## config.mk

```make
export PLATFORM = sky130hd
export DESIGN_NAME = dmem_arbiter_flat
export DESIGN_NICKNAME = d
export VERILOG_FILES = /design/src/rtl/dmem_arbiter_if.sv /design/src/rtl/dmem_arbiter.sv /design/src/flat_wrapper.sv
export SDC_FILE = /design/constraint.sdc
export NUM_CORES = 1
export LEC_CHECK = 0
export BUFFER_PORTS_ARGS = -buffer_cell sky130_fd_sc_hd__buf_2
export CORE_AREA = 2 2 114 116
export DETAILED_ROUTE_END_ITERATION = 10
export DIE_AREA = 0 0 116 118
export PLACE_DENSITY = 0.66
export SETUP_SLACK_MARGIN = 0.2
export SLEW_MARGIN = 20
export SYNTH_ARGS = -nofsm -noshare
export SYNTH_HDL_FRONTEND = slang
export SYNTH_SLANG_ARGS = --single-unit
```

## constraint.sdc

```tcl
create_clock -name clk -period 4.3 [get_ports clk]
set_input_delay 0.86 -clock clk [delete_from_list [all_inputs] [get_ports clk]]
set_output_delay 0.86 -clock clk [all_outputs]
set_load 0.05 [all_outputs]
```

## src/rtl/dmem_arbiter_if.sv

```systemverilog
// Bus bundle between the two requesters, the arbiter and the data memory.
// The arbiter takes the slave view; the requester/memory side takes the master view.
interface dmem_arbiter_if #(
    parameter int ADDR_W = 32,
    parameter int DATA_W = 32
) ();
    logic              req0_valid;
    logic              req0_we;
    logic [ADDR_W-1:0] req0_addr;
    logic [DATA_W-1:0] req0_wdata;
    logic              req0_ready;
    logic              req0_rvalid;
    logic [DATA_W-1:0] req0_rdata;

    logic              req1_valid;
    logic              req1_we;
    logic [ADDR_W-1:0] req1_addr;
    logic [DATA_W-1:0] req1_wdata;
    logic              req1_ready;
    logic              req1_rvalid;
    logic [DATA_W-1:0] req1_rdata;

    logic              mem_we;
    logic [ADDR_W-1:0] mem_addr;
    logic [DATA_W-1:0] mem_wdata;
    logic [DATA_W-1:0] mem_rdata;

    modport slave (
        input  req0_valid, req0_we, req0_addr, req0_wdata,
        input  req1_valid, req1_we, req1_addr, req1_wdata,
        input  mem_rdata,
        output req0_ready, req0_rvalid, req0_rdata,
        output req1_ready, req1_rvalid, req1_rdata,
        output mem_we, mem_addr, mem_wdata
    );

    modport master (
        output req0_valid, req0_we, req0_addr, req0_wdata,
        output req1_valid, req1_we, req1_addr, req1_wdata,
        output mem_rdata,
        input  req0_ready, req0_rvalid, req0_rdata,
        input  req1_ready, req1_rvalid, req1_rdata,
        input  mem_we, mem_addr, mem_wdata
    );
endinterface

```

## src/rtl/dmem_arbiter.sv

```systemverilog
// Round-robin arbiter with burst cap sharing the single-port data memory
// between the CPU (req0) and the pixel-merge accelerator (req1).
// Grants are combinational; read data comes back registered one cycle later.
module dmem_arbiter #(
    parameter int ADDR_W    = 32,
    parameter int DATA_W    = 32,
    parameter int MAX_BURST = 4
) (
    input logic            clk,
    input logic            reset,
    dmem_arbiter_if.slave  bus
);
    localparam int CNT_W = $clog2(MAX_BURST + 1);
    localparam logic [CNT_W-1:0] CNT_MAX = CNT_W'(MAX_BURST);

    localparam logic [1:0] S_IDLE = 2'd0;
    localparam logic [1:0] S_OWN0 = 2'd1;
    localparam logic [1:0] S_OWN1 = 2'd2;

    logic [1:0]       state;
    logic [CNT_W-1:0] cnt;
    logic             last;
    logic             grant0;
    logic             grant1;
    logic             below_cap;
    logic             same_owner;

    assign below_cap  = (cnt < CNT_MAX);
    assign same_owner = (state == S_OWN0 && grant0) || (state == S_OWN1 && grant1);

    // Grant selection: the owner keeps the port until it hits the burst cap
    // while the other side waits; a tie from idle goes to whoever was not last.
    always_comb begin
        grant0 = 1'b0;
        grant1 = 1'b0;
        if (!reset) begin
            case (state)
                S_OWN0: begin
                    if (bus.req0_valid && (below_cap || !bus.req1_valid)) grant0 = 1'b1;
                    else if (bus.req1_valid)                              grant1 = 1'b1;
                end
                S_OWN1: begin
                    if (bus.req1_valid && (below_cap || !bus.req0_valid)) grant1 = 1'b1;
                    else if (bus.req0_valid)                              grant0 = 1'b1;
                end
                default: begin
                    if (bus.req0_valid && bus.req1_valid) begin
                        grant0 = last;
                        grant1 = !last;
                    end else begin
                        grant0 = bus.req0_valid;
                        grant1 = bus.req1_valid;
                    end
                end
            endcase
        end
    end

    assign bus.req0_ready = grant0;
    assign bus.req1_ready = grant1;

    // Memory port mux: idle bus is driven to zero so nothing stray is written.
    always_comb begin
        bus.mem_we    = 1'b0;
        bus.mem_addr  = '0;
        bus.mem_wdata = '0;
        if (grant0) begin
            bus.mem_we    = bus.req0_we;
            bus.mem_addr  = bus.req0_addr;
            bus.mem_wdata = bus.req0_wdata;
        end else if (grant1) begin
            bus.mem_we    = bus.req1_we;
            bus.mem_addr  = bus.req1_addr;
            bus.mem_wdata = bus.req1_wdata;
        end
    end

    // Ownership tracking: saturating run counter; any idle cycle forgets the owner.
    always_ff @(posedge clk or posedge reset) begin
        if (reset) begin
            state <= S_IDLE;
            cnt   <= '0;
            last  <= 1'b1;
        end else if (grant0 || grant1) begin
            state <= grant0 ? S_OWN0 : S_OWN1;
            last  <= grant1;
            if (same_owner) cnt <= below_cap ? cnt + CNT_W'(1) : cnt;
            else            cnt <= CNT_W'(1);
        end else begin
            state <= S_IDLE;
            cnt   <= '0;
        end
    end

    // Read responses: capture memory data on an accepted read; rdata holds otherwise.
    always_ff @(posedge clk or posedge reset) begin
        if (reset) begin
            bus.req0_rvalid <= 1'b0;
            bus.req0_rdata  <= '0;
            bus.req1_rvalid <= 1'b0;
            bus.req1_rdata  <= '0;
        end else begin
            bus.req0_rvalid <= grant0 && !bus.req0_we;
            bus.req1_rvalid <= grant1 && !bus.req1_we;
            if (grant0 && !bus.req0_we) bus.req0_rdata <= bus.mem_rdata;
            if (grant1 && !bus.req1_we) bus.req1_rdata <= bus.mem_rdata;
        end
    end
endmodule

```

## src/flat_wrapper.sv

```systemverilog
// flat-port wrapper written by rule: the top's interface ports become plain ports
module dmem_arbiter_flat 
#(
    parameter int ADDR_W    = 32,
    parameter int DATA_W    = 32,
    parameter int MAX_BURST = 4
)
  (clk, reset, bus_req0_valid, bus_req0_we, bus_req0_addr, bus_req0_wdata, bus_req1_valid, bus_req1_we, bus_req1_addr, bus_req1_wdata, bus_mem_rdata, bus_req0_ready, bus_req0_rvalid, bus_req0_rdata, bus_req1_ready, bus_req1_rvalid, bus_req1_rdata, bus_mem_we, bus_mem_addr, bus_mem_wdata);
  dmem_arbiter_if #(.ADDR_W(ADDR_W), .DATA_W(DATA_W)) bus_i ();
  input logic clk;
  input logic reset;
  input wire logic [$bits(bus_i.req0_valid)-1:0] bus_req0_valid;
  input wire logic [$bits(bus_i.req0_we)-1:0] bus_req0_we;
  input wire logic [$bits(bus_i.req0_addr)-1:0] bus_req0_addr;
  input wire logic [$bits(bus_i.req0_wdata)-1:0] bus_req0_wdata;
  input wire logic [$bits(bus_i.req1_valid)-1:0] bus_req1_valid;
  input wire logic [$bits(bus_i.req1_we)-1:0] bus_req1_we;
  input wire logic [$bits(bus_i.req1_addr)-1:0] bus_req1_addr;
  input wire logic [$bits(bus_i.req1_wdata)-1:0] bus_req1_wdata;
  input wire logic [$bits(bus_i.mem_rdata)-1:0] bus_mem_rdata;
  output wire logic [$bits(bus_i.req0_ready)-1:0] bus_req0_ready;
  output wire logic [$bits(bus_i.req0_rvalid)-1:0] bus_req0_rvalid;
  output wire logic [$bits(bus_i.req0_rdata)-1:0] bus_req0_rdata;
  output wire logic [$bits(bus_i.req1_ready)-1:0] bus_req1_ready;
  output wire logic [$bits(bus_i.req1_rvalid)-1:0] bus_req1_rvalid;
  output wire logic [$bits(bus_i.req1_rdata)-1:0] bus_req1_rdata;
  output wire logic [$bits(bus_i.mem_we)-1:0] bus_mem_we;
  output wire logic [$bits(bus_i.mem_addr)-1:0] bus_mem_addr;
  output wire logic [$bits(bus_i.mem_wdata)-1:0] bus_mem_wdata;
  assign bus_i.req0_valid = bus_req0_valid;
  assign bus_i.req0_we = bus_req0_we;
  assign bus_i.req0_addr = bus_req0_addr;
  assign bus_i.req0_wdata = bus_req0_wdata;
  assign bus_i.req1_valid = bus_req1_valid;
  assign bus_i.req1_we = bus_req1_we;
  assign bus_i.req1_addr = bus_req1_addr;
  assign bus_i.req1_wdata = bus_req1_wdata;
  assign bus_i.mem_rdata = bus_mem_rdata;
  assign bus_req0_ready = bus_i.req0_ready;
  assign bus_req0_rvalid = bus_i.req0_rvalid;
  assign bus_req0_rdata = bus_i.req0_rdata;
  assign bus_req1_ready = bus_i.req1_ready;
  assign bus_req1_rvalid = bus_i.req1_rvalid;
  assign bus_req1_rdata = bus_i.req1_rdata;
  assign bus_mem_we = bus_i.mem_we;
  assign bus_mem_addr = bus_i.mem_addr;
  assign bus_mem_wdata = bus_i.mem_wdata;
  dmem_arbiter #(.ADDR_W(ADDR_W), .DATA_W(DATA_W), .MAX_BURST(MAX_BURST)) u_core (.clk(clk), .reset(reset), .bus(bus_i));
endmodule
```

==> metrics.txt <==
status=finished clean; post-synthesis adder-cell area fraction=0.0101; final hold violations=0; DRC errors left=0; slew at the pin closest to its max-slew limit=0.925 ns; Cell variety after synth=30; die extent in y=118 um; Cells after Synth=258; crit path launch=u_core.state[1]; RR Startpoint=u_core.state[0]; Crit. End Element=output port; wirelength, routed=13,900 um; kind of critical path=flip-flop to output port; mux share of post-synthesis cell area=0.238; Worst EP arrival=2.82 ns; Max-slew headroom=0.383; FP Rows=41; leading cell type in the layout, fill and taps excluded=buf_2; initial DRC count=280; Ports=299; Hold WS=0.501 ns; GRT Util Overall=0.198; crit start category=flip-flop; vias in the first global route=3,600; Area Overhead vs Synth=62.9%; most frequent cells in the layout=294 x buf_2, 71 x dfrtp_1, 41 x mux2_4, 41 x a22o_4, 24 x a22o_2; largest net degree at the start of global routing=71; critical path required time=3.44 ns; f_max=272 MHz; largest family of logic cells by synthesized area=multiplexers; Vias=3,465; min Tclk post-route=3.68 ns; critical-path maximum fanout=42; Yosys warnings=0; Setup Buffers After CTS=0; Initial Utilization=0.299; root buf cell=clkbuf_16; post-route ant nets=0; Pleak=3.25 nW; maximum VDD drop=0.340 mV; Hold Path Class=flip-flop to flip-flop; total placed instance area=5770 sq um; # setup viols final=0; Final Max Tran Viols=0; Max Cap Viol=0; clock-pin slew on the worst setup and hold paths=0.06 ns; GPL Wtd Cong=0.887; fillers=1,146; layout cell share with drive strength beyond 1=0.825; post-synthesis compound-gate area fraction=0.184; final net count=719; post-DR wirelength/cell=19.0 um; skew final=0.00702 ns; Fin Setup TNS=0 ns; Syn Nets=427; Clock Sinks=72; antenna violations before repair=4; Cell Area, Synth=3710 sq um; CTS tree=yes; Detail Placement HPWL=11,200 um; post-cts gate resize count=0; Post-Synth Simple-Gate Area=0.0185; Die W=116 um; Avg Inst Size Synth=14.4 sq um; IO Port Bufs=298; first-pass GRT wire length=20,400 um; CTS H-tree depth=3; clk buf depth=2; RSZ-0062 raised after global routing=false; number of synthesized register bits=72; via density per instance=4.76; worst skew pair latency=0.33 ns; CTS buffer count=9; XOR/XNOR Fraction of Synth Area=0.00236; crit share post-route=0.856; register area share after synthesis=0.486; cell area after layout=6040 sq um; Worst Hold Launch=u_core.bus.req1_rdata[3]; pwr dens=778 nW/um^2; die area=13,700 sq um; 1st-pass router iterations=5; grt total ovfl=0; hold buffers post-CTS=0; core area=12,400 sq um
[worst max-delay path, stage by stage, from the launching register on]
cell and delay (ns):
dfrtp_1 0.39, inv_1 0.07, ha_1 0.25, nor2_1 0.11
o41ai_4 0.47, o221a_4 0.44, buf_12 0.29, a22o_2 0.18
buf_2 0.25
[registers in the layout, indices dropped and copies added, names as in the netlist]
register	flops
u_core.state	2
u_core.bus.req1_rdata	32
u_core.cnt	3
u_core.bus.req0_rvalid	1
u_core.bus.req1_rvalid	1
u_core.last	1
u_core.bus.req0_rdata	32
[synth_stat cells, drive strengths merged]
library cell	number	area, sq um
nand2	4	15.0
o221a	1	11.3
buf	17	184
o22a	1	10.0
mux2i	1	10.0
xnor2	1	8.76
nor2	4	15.0
a22oi	1	7.51
dfrtp	71	1780
nand4	1	6.26
dfstp	1	26.3
inv	5	18.8
o31ai	1	12.5
o21bai	1	7.51
o41ai	1	27.5
and2b	1	7.51
nor3b	1	12.5
a22o	65	569
ha	3	37.5
nor2b	1	6.26
nand2b	1	6.26
a21oi	2	10.0
o22ai	2	18.8
o211ai	1	7.51
clkbuf	6	22.5
mux2	64	875
[metal layers]
layer | wire length, um | up-vias | track usage
met5 | 0 | - | 0
met4 | 188 | 0 | 0.0603
met3 | 1500 | 20 | 0.0639
met2 | 6760 | 191 | 0.327
met1 | 5420 | 1676 | 0.244
li1 | - | 1578 | -
[through the flow]
stage	util	total power, mW	setup WS, ns	instances
floorplan	-	3.40	0.0675	258
global placement	0.465	4.02	0.719	711
detailed placement	0.465	4.06	0.639	711
CTS	0.486	4.75	0.596	727
global route	0.486	4.91	0.436	727
finish	0.487	4.70	0.619	728
[power breakdown]
part	total, mW	internal, mW	switching (mW)	leakage (nW)
logic	2.87	0.887	1.98	2.26
clock network	0.664	0.389	0.274	0.126
registers	1.17	0.999	0.169	0.869
total	4.70	2.27	2.43	3.25
[kinds of logic after synthesis]
kind of cell / after synthesis
AO/OA/AOI/OAI: 76
flip-flops: 72
multiplexers: 65
buffers and inverters: 28
AND/OR/NAND/NOR: 13
adder cells (fa/ha/maj): 3
XOR/XNOR: 1
[layout make-up]
type | instances | area, sq um | area share
clock buffer | 11 | 233 | 0.0385
tap | 172 | 215 | 0.0356
timing repair buffer | 304 | 1630 | 0.270
clock inverter | 5 | 33.8 | 0.00559
antenna | 1 | 2.50 | 0.000414
sequential | 72 | 1800 | 0.298
inverter | 5 | 22.5 | 0.00373
multi-input combinational | 158 | 2100 | 0.347
[path summary, 6_finish.rpt]
path / slack (ns) / depth (start not counted) / end
worst min-delay path: 0.50 / 1 / u_core.bus.req1_rdata[3]
worst min register to register: 0.50 / 1 / u_core.bus.req1_rdata[3]
worst max-delay path: 0.62 / 8 / bus_mem_addr[9]
worst max register to register: 1.21 / 9 / u_core.bus.req0_rdata[30]
min in group asynchronous: 0.70 / 3 / u_core.state[1]
max in group asynchronous: 3.02 / 3 / u_core.bus.req0_rdata[13]
No activity file was read; power rests on OpenSTA's default activity.
